===== src/rtl/matrix_pkg.sv =====
`default_nettype none
// ============================================================================
// Module   : matrix_pkg
// Brief    : Shared state encoding, op encoding and beat-count helper for the
//            sequential matrix add/subtract unit.
// Revision : 1.0 - initial release
// ============================================================================
package matrix_pkg;

    typedef enum logic [1:0] {
        IDLE = 2'd0,
        RUN  = 2'd1,
        DONE = 2'd2
    } state_t;

    localparam logic OP_ADD = 1'b0;
    localparam logic OP_SUB = 1'b1;

    function automatic int beats(input int elems, input int lanes);
        return (elems + lanes - 1) / lanes;
    endfunction

endpackage
`default_nettype wire


===== src/rtl/matrix_lane_alu.sv =====
`default_nettype none
// ============================================================================
// Module   : matrix_lane_alu
// Brief    : One element lane: unsigned add/subtract with carry/borrow flag.
//            MATRIX_SATURATE_EN clamps overflowing results instead of wrapping.
// Revision : 1.0 - initial release
// ============================================================================
module matrix_lane_alu
    import matrix_pkg::*;
#(
    parameter int DATA_W = 8
) (
    input  logic [DATA_W-1:0] a,
    input  logic [DATA_W-1:0] b,
    input  logic              op,
    output logic [DATA_W-1:0] y,
    output logic              ovf
);

    logic [DATA_W:0] w_sum;
    logic [DATA_W:0] w_diff;

    // The extra MSB is the carry for add and the borrow for subtract
    assign w_sum  = {1'b0, a} + {1'b0, b};
    assign w_diff = {1'b0, a} - {1'b0, b};

    always_comb begin
        if (op == OP_SUB) begin
            ovf = w_diff[DATA_W];
            y   = w_diff[DATA_W-1:0];
`ifdef MATRIX_SATURATE_EN
            if (w_diff[DATA_W]) y = '0;
`endif
        end else begin
            ovf = w_sum[DATA_W];
            y   = w_sum[DATA_W-1:0];
`ifdef MATRIX_SATURATE_EN
            if (w_sum[DATA_W]) y = '1;
`endif
        end
    end

endmodule
`default_nettype wire


===== src/rtl/matrix_addsub_seq.sv =====
`default_nettype none
// ============================================================================
// Module   : matrix_addsub_seq
// Brief    : Sequential DIM x DIM matrix add/subtract, LANES elements per beat,
//            sticky overflow. MATRIX_SATURATE_EN selects clamping lanes.
// Revision : 1.0 - initial release
// ============================================================================
module matrix_addsub_seq
    import matrix_pkg::*;
#(
    parameter int DATA_W = 8,
    parameter int DIM    = 5,
    parameter int LANES  = 5
) (
    input  logic                      clk,
    input  logic                      rst,
    input  logic                      start,
    input  logic                      op,
    input  logic [DIM*DIM*DATA_W-1:0] matrix_a,
    input  logic [DIM*DIM*DATA_W-1:0] matrix_b,
    output logic                      busy,
    output logic                      done,
    output logic [DIM*DIM*DATA_W-1:0] result,
    output logic                      overflow
);

    localparam int ELEMS  = DIM * DIM;
    localparam int NBEATS = beats(ELEMS, LANES);
    localparam int BEAT_W = (NBEATS > 1) ? $clog2(NBEATS) : 1;
    localparam int IDX_W  = $clog2(ELEMS + LANES) + 1;
    localparam int AW     = (ELEMS > 1) ? $clog2(ELEMS) : 1;

    state_t              r_state;
    state_t              w_state_nxt;
    logic [BEAT_W-1:0]   r_beat;
    logic                r_op;
    logic                r_ovf;
    logic [DATA_W-1:0]   r_a      [ELEMS];
    logic [DATA_W-1:0]   r_b      [ELEMS];
    logic [DATA_W-1:0]   r_result [ELEMS];

    logic [DATA_W-1:0]   w_a [LANES];
    logic [DATA_W-1:0]   w_b [LANES];
    logic [DATA_W-1:0]   w_y [LANES];
    logic [LANES-1:0]    w_ovf;
    logic [LANES-1:0]    w_lane_valid;
    logic [ELEMS-1:0]    w_elem_we;
    logic [DATA_W-1:0]   w_elem_val [ELEMS];
    logic                w_accept;
    logic                w_last_beat;
    logic                w_beat_ovf;

    assign w_accept    = (r_state == IDLE) && start;
    assign w_last_beat = (r_beat == BEAT_W'(NBEATS - 1));
    // Lanes past the last element in a partial beat must not raise the flag
    assign w_beat_ovf  = |(w_ovf & w_lane_valid);

    // ---------------- FSM ----------------
    always_ff @(posedge clk) begin
        if (rst) r_state <= IDLE;
        else     r_state <= w_state_nxt;
    end

    always_comb begin
        w_state_nxt = r_state;
        case (r_state)
            IDLE:    if (start) w_state_nxt = RUN;
            RUN:     if (w_last_beat) w_state_nxt = DONE;
            DONE:    w_state_nxt = IDLE;
            default: w_state_nxt = IDLE;
        endcase
    end

    always_comb begin
        busy = 1'b0;
        done = 1'b0;
        case (r_state)
            RUN:     busy = 1'b1;
            DONE:    done = 1'b1;
            default: ;
        endcase
    end

    // ---------------- lanes ----------------
    generate
        for (genvar l = 0; l < LANES; l++) begin : g_lane
            logic [IDX_W-1:0] w_idx;

            assign w_idx           = IDX_W'(r_beat) * IDX_W'(LANES) + IDX_W'(l);
            assign w_lane_valid[l] = (w_idx < IDX_W'(ELEMS));
            assign w_a[l]          = w_lane_valid[l] ? r_a[w_idx[AW-1:0]] : '0;
            assign w_b[l]          = w_lane_valid[l] ? r_b[w_idx[AW-1:0]] : '0;

            matrix_lane_alu #(
                .DATA_W (DATA_W)
            ) u_alu (
                .a   (w_a[l]),
                .b   (w_b[l]),
                .op  (r_op),
                .y   (w_y[l]),
                .ovf (w_ovf[l])
            );
        end

        // Each element has a fixed beat and lane, so its write enable is static
        for (genvar e = 0; e < ELEMS; e++) begin : g_elem
            localparam int BEAT = e / LANES;
            localparam int LANE = e % LANES;

            assign w_elem_we[e]  = (r_state == RUN) && (r_beat == BEAT_W'(BEAT));
            assign w_elem_val[e] = w_y[LANE];
            assign result[e*DATA_W +: DATA_W] = r_result[e];
        end
    endgenerate

    // ---------------- datapath registers ----------------
    always_ff @(posedge clk) begin
        if (rst) begin
            for (int e = 0; e < ELEMS; e++) begin
                r_a[e]      <= '0;
                r_b[e]      <= '0;
                r_result[e] <= '0;
            end
            r_op   <= OP_ADD;
            r_beat <= '0;
            r_ovf  <= 1'b0;
        end else if (w_accept) begin
            for (int e = 0; e < ELEMS; e++) begin
                r_a[e] <= matrix_a[e*DATA_W +: DATA_W];
                r_b[e] <= matrix_b[e*DATA_W +: DATA_W];
            end
            r_op   <= op;
            r_beat <= '0;
            r_ovf  <= 1'b0;
        end else if (r_state == RUN) begin
            for (int e = 0; e < ELEMS; e++) begin
                if (w_elem_we[e]) r_result[e] <= w_elem_val[e];
            end
            r_beat <= r_beat + BEAT_W'(1);
            r_ovf  <= r_ovf | w_beat_ovf;
        end
    end

    assign overflow = r_ovf;

endmodule
`default_nettype wire


===== config.mk =====
export PLATFORM = sky130hd
export DESIGN_NAME = matrix_addsub_seq
export DESIGN_NICKNAME = d
export VERILOG_FILES = /design/src/rtl/matrix_pkg.sv /design/src/rtl/matrix_lane_alu.sv /design/src/rtl/matrix_addsub_seq.sv
export SDC_FILE = /design/constraint.sdc
export NUM_CORES = 2
export LEC_CHECK = 0
export CORE_MARGIN = 10
export CORE_UTILIZATION = 48
export DETAILED_ROUTE_END_ITERATION = 7
export PLACE_DENSITY = 0.72
export RECOVER_POWER = 100
export SKIP_LAST_GASP = 1
export SLEW_MARGIN = 15
export SYNTH_ARGS = -nofsm -noshare
export SYNTH_HDL_FRONTEND = slang
export SYNTH_SLANG_ARGS = --single-unit

===== constraint.sdc =====
create_clock -name clk -period 18.25 [get_ports clk]
set_input_delay 3.65 -clock clk [delete_from_list [all_inputs] [get_ports clk]]
set_output_delay 3.65 -clock clk [all_outputs]
set_load 0.02 [all_outputs]

Word-level counts from Yosys, hierarchy flattened
Memories as Yosys holds them, arrays and structs flattened.
Index checks and enable logic that the tools add are counted.
{"block": "op_classes", "addsub": 15, "multipliers": 1, "n_lt_le_gt_ge": 5, "eq_ne": 8, "mux": 130, "n_bitwise": 77, "reduce_logical": 11}
{"cell": "8-bit two-way mux", "count": 90}
{"cell": "1-bit OR", "count": 76}
{"cell": "8-bit by 8-bit adder with 9-bit output", "count": 5}
{"cell": "8-bit by 8-bit subtractor with 9-bit output", "count": 5}
{"cell": "1-bit two-way mux", "count": 37}
{"cell": "6-bit by 5-bit less-than comparator with 1-bit output (second input constant)", "count": 5}
{"cell": "6-bit by 2-bit adder with 6-bit output (second input constant)", "count": 2}
{"cell": "6-bit by 1-bit adder with 6-bit output (second input constant)", "count": 1}
{"cell": "6-bit by 3-bit adder with 6-bit output (second input constant)", "count": 1}
{"cell": "3-bit by 2-bit == test with 1-bit output (second input constant)", "count": 2}
{"cell": "1-bit logical AND", "count": 6}
{"cell": "3-bit by 3-bit multiplier with 6-bit output (second input constant)", "count": 1}
{"cell": "5-bit AND", "count": 1}
{"cell": "5-bit OR reduction", "count": 1}
{"cell": "2-bit two-way mux", "count": 2}
{"cell": "2-bit != test (second input constant)", "count": 2}
{"cell": "2-bit case mux with 2 select lines", "count": 1}
{"cell": "3-bit by 1-bit adder with 3-bit output (second input constant)", "count": 1}
{"cell": "3-bit by 1-bit == test with 1-bit output (second input constant)", "count": 1}
{"cell": "3-bit == test (second input constant)", "count": 1}
{"cell": "3-bit logical NOT", "count": 1}
{"cell": "2-bit by 1-bit == test with 1-bit output (second input constant)", "count": 1}
{"cell": "2-bit == test (second input constant)", "count": 1}
{"cell": "2-bit logical NOT", "count": 1}
{"cell": "other kinds (2)", "count": 2}
{"block": "word_totals", "reg_bits": 7, "mem_bits_rw": 600, "input_bits": 404, "out_inout_bits": 203, "word_cells": 254, "mem_count": 3}
{"name": "r_a", "depth": 25, "width": 8, "rd": 5, "rd_clocked_by_memory_dff": 0, "wr": 25, "line_no": "matrix_addsub_seq.sv:38", "text": "logic [DATA_W-1:0] r_a [ELEMS];"}
{"name": "r_b", "depth": 25, "width": 8, "rd": 5, "rd_clocked_by_memory_dff": 0, "wr": 25, "line_no": "matrix_addsub_seq.sv:39", "text": "logic [DATA_W-1:0] r_b [ELEMS];"}
{"name": "r_result", "depth": 25, "width": 8, "rd": 25, "rd_clocked_by_memory_dff": 0, "wr": 25, "line_no": "matrix_addsub_seq.sv:40", "text": "logic [DATA_W-1:0] r_result [ELEMS];"}

Longest topological paths before layout
{"block": "depth", "word_depth": 9, "mapped_depth": 26, "mapped_depth_nobuf": 20}

By module
From an unflattened synthesis, not the netlist that was laid out.
{"block": "hier_totals", "hier_cells": 3332, "area_unflattened_um2": 40246.1}
{"module": "matrix_addsub_seq", "n_inst": 1, "cells_per_inst": 2867, "area_per_inst_um2": 36636.4, "seq_area_each_um2": 18157.4}
{"module": "matrix_lane_alu", "n_inst": 5, "cells_per_inst": 93, "area_per_inst_um2": 721.9, "seq_area_each_um2": 0.0}

Least setup slack after synthesis
OpenSTA, ideal clock, no wires.
{"block": "synth_timing", "path_type": "input to register", "from": "input rst", "to": "register r_ovf, in the netlist overflow", "setup_time_ns": 0.139, "t_arrival_ns": 15.945, "required_time_ns": 18.111, "setup_slack_ns": 2.165, "path_stages": 5, "n_path_buf": 2, "path_cell_list": "clkbuf_1 > or2_2 > clkbuf_1 > o21bai_1 > a31oi_1"}
{"block": "synth_via", "elab_chain_cells": 1}
{"item": "from (decl)", "line_no": "matrix_addsub_seq.sv:16", "text": "input logic rst,"}
{"item": "2-bit OR reduction (no line)"}
{"item": "to (signal assigned)", "line_no": "matrix_addsub_seq.sv:140", "text": "r_ovf <= r_ovf | w_beat_ovf;"}
{"item": "to (decl)", "line_no": "matrix_addsub_seq.sv:37", "text": "logic r_ovf;"}
No other way between the ends.
A chain may end at the register's enable or synchronous reset.

==> results.sh <==
export IMPL_status="finished, violations left"
export IMPL_violations="max-capacitance violations, max-slew violations"
export IMPL_fin_ws_ns=6.326
export IMPL_holdBufCountCts=0
export IMPL_crit_top_cell="clkbuf_1"
export IMPL_synth_top_area_share_pct=45.58
export IMPL_num_vias=28950
export IMPL_grt_overflow=0
export IMPL_die_h_um=307.0
export IMPL_place_area_um2=46300
export IMPL_cts_tree="yes"
export IMPL_hold_viol=0
export IMPL_startpoint_type="primary input"
export IMPL_first_pass_iters=6
export IMPL_ctsResizeCount=0
export IMPL_h_tree_depth=3
export IMPL_crit_required_ns=18.38
export IMPL_yosysMostFrequentCell="edfxtp_1"
export IMPL_finClkSkew_ns=0.03826
export IMPL_yosys_top_cells_area="edfxtp_1 (46%), mux4_2 (24%), and2_1 (4.7%), ha_1 (3.0%), nor2_1 (2.5%)"
export IMPL_tns_ns=0
export IMPL_syn2layout_area_growth_pct=22.23
export IMPL_die_w_um=307.0
export IMPL_grtUsageTotal_pct=27.64
export IMPL_path_buf_inv=3
export IMPL_syn_cell_area_um2=39530
export IMPL_ant_nets=0
export IMPL_initial_core_util_pct=48.30
export IMPL_power_density_nw_per_um2=108.3
export IMPL_fin_util_pct=59.03
export IMPL_synth_fp_nets=3505
export IMPL_rows=105
export IMPL_rsz0062_at_grt="no"
export IMPL_critPathMaxFanout=75
export IMPL_routedWlPerCell_um=29.07
export IMPL_finalCritPeriodShare_pct=65.34
export IMPL_ctsLongestPathBuffers=3
export IMPL_synth_area_per_cell_um2=13.20
export IMPL_hold_path_class="flop to flop"
export IMPL_stdcell_area_um2=48320
export IMPL_place_ws_ns=11.23
export IMPL_ys_warn_count=0
export IMPL_slowest_delay_ns=2.90
export IMPL_finalCriticalPeriod_ns=11.92
export IMPL_ios=607
export IMPL_synth_edff_count=600
export IMPL_clk_latency_ns=0.62
export IMPL_synthCells=2994
export IMPL_antenna_found_initial=4
export IMPL_clock_fmax_mhz=83.87
export IMPL_grt_pass1_vias=28700
export IMPL_maxSlewHeadroom_pct=-195.9
export IMPL_via_per_inst=6.291
export IMPL_maxCapViolCount=20
export IMPL_place_hpwl_um=100700
export IMPL_drt_total_wl_um=133700
export IMPL_setup_violations=0
export IMPL_clock_root_buffer="clkbuf_16"
export IMPL_drive_gt1_share_pct=16.61
export IMPL_critical_path_top_delay_family="buffers and inverters"
export IMPL_ys_ff_latch=607
export IMPL_core_um2=81850
export IMPL_cts_buffers=67
export IMPL_cts_sinks=607
export IMPL_seq_area_frac_synth_pct=45.93
export IMPL_place_gp_congestion=0.9756
export IMPL_portBuffers=606
export IMPL_drv_slew=1065
export IMPL_irDropWorstVdd_mv=0.07027
export IMPL_fp_dieArea_um2=94240
export IMPL_crit_path_top_delay_cell="clkbuf_1"
export IMPL_drc_errors=0
export IMPL_p_leak_nw=17.34
export IMPL_drtIter0Drc=3193
export IMPL_post_synth_top_area_cell="edfxtp_1"
export IMPL_postCtsSetupRepairBufs=0
export IMPL_tightest_slew_ns=4.438
export IMPL_final_nets=3992
export IMPL_crit_type="primary input to flop"
export IMPL_grt_first_pass_wirelength_um=192900
export IMPL_ys_types=73
export IMPL_grt_max_degree=257
export IMPL_arrival_ns=12.06
export IMPL_crit_path_end_kind="flop"
export IMPL_synth_commonest_cells="edfxtp_1 (600), mux4_2 (421), and2_1 (298), nor2_1 (259), nand2_1 (205)"
export IMPL_ys_flop_type="edfxtp_1"
export IMPL_path_clk_slew_ns=0.06
export IMPL_path_cells="clkbuf_1 > or2_0 > clkbuf_1 > clkbuf_1"
export IMPL_synth_async_sr_flop_share_pct=0
[layout by cell type (no fill, tap or decap), types with 26 or more instances in the layout]
master	netlist	routed
and2_1	298	146
a311oi_1	26	26
nor2_1	259	259
clkdlybuf4s50_1	0	402
buf_4	35	37
mux4_2	421	421
dlygate4sd3_1	0	203
a21oi_1	84	84
a211oi_1	36	36
nand2_1	205	205
nand2b_1	31	27
inv_1	95	96
mux2i_1	71	71
xnor2_1	35	31
clkbuf_1	111	26
o21ai_0	46	50
and2_0	1	153
edfxtp_1	600	600
nor3_1	27	27
clkbuf_16	0	69
nor2b_1	137	137
ha_1	96	96
[kinds of logic after synthesis]
logic type      count (synthesis)  share of synthesized area [%]
compound gates                375                          6.371
xor+xnor                       46                          1.190
fa+ha+maj                     108                          3.621
buf+inv                       353                          4.073
flops                         607                          45.93
mux                           493                          25.85
simple gates                 1012                          12.96
[final cells by class]
| cell class | instances | area (um^2) |
|---|---|---|
| multi-input combinational | 2034 | 19840 |
| antenna | 2 | 5.005 |
| clock inverter | 38 | 367.9 |
| sequential | 607 | 18170 |
| clock buffer | 79 | 1764 |
| inverter | 112 | 421.7 |
| timing repair buffer | 659 | 6414 |
| tap | 1070 | 1339 |
| fill | 6557 | 33530 |
[worst reg2reg max path: stages, from the launching register on]
cell and delay [ns]:
dfxtp_4 0.92, inv_1 0.87, ha_1 2.65, clkbuf_1 2.53, mux2i_1 0.62, a211oi_1 0.37
or2_0 0.45, ha_1 0.35, a21o_1 0.17, a21oi_1 0.29, o21ai_0 0.15, a21oi_1 0.18
o2bb2ai_1 0.10, xnor2_1 0.80, nor2_1 0.12
[power by group]
part           total, W  switching, W  internal (W)  leakage (nW)
combinational   0.00200       0.00118      0.000822          9.87
clock           0.00134      0.000570      0.000766          1.03
sequential      0.00189      0.000142       0.00175          6.44
[metal layers]
layer	GRT usage [%]	wire [um]	vias up	part of all wire [%]
met2	45.92	64990	1902	49
met4	15.19	8471	2	6.3
li1	-	-	12400	-
met5	0	16	-	0.012
met1	33.00	46610	14280	35
met3	6.549	13660	361	10
[stage by stage]
| stage | total power [W] | instances | hold WS, ns |
|---|---|---|---|
| global route | 0.005443 | 4601 | 0.5859 |
| CTS | 0.005240 | 4599 | 0.5406 |
| floorplan | 0.003140 | 2994 | 0.5345 |
| detailed placement | 0.003906 | 4482 | 0.5349 |
| global placement | 0.003881 | 4482 | 0.5228 |
| finish | 0.005231 | 4601 | 0.5423 |
[flip-flops by register name, summed over array words and instances, names as in the netlist]
signal    flops
overflow      1
r_beat        3
r_result    200
r_op          1
r_state       2
r_a         200
r_b         200
[worst paths after layout]
kind         slack, ns  startpoint               to  cells past startpoint
min reg2reg       0.54    overflow         overflow                      2
max               6.33         rst       r_b[23][7]                      4
max reg2reg       7.38   r_beat[0]  r_result[0][53]                     14
min               0.54    overflow         overflow                      2
(Power assumes the default switching activity.)
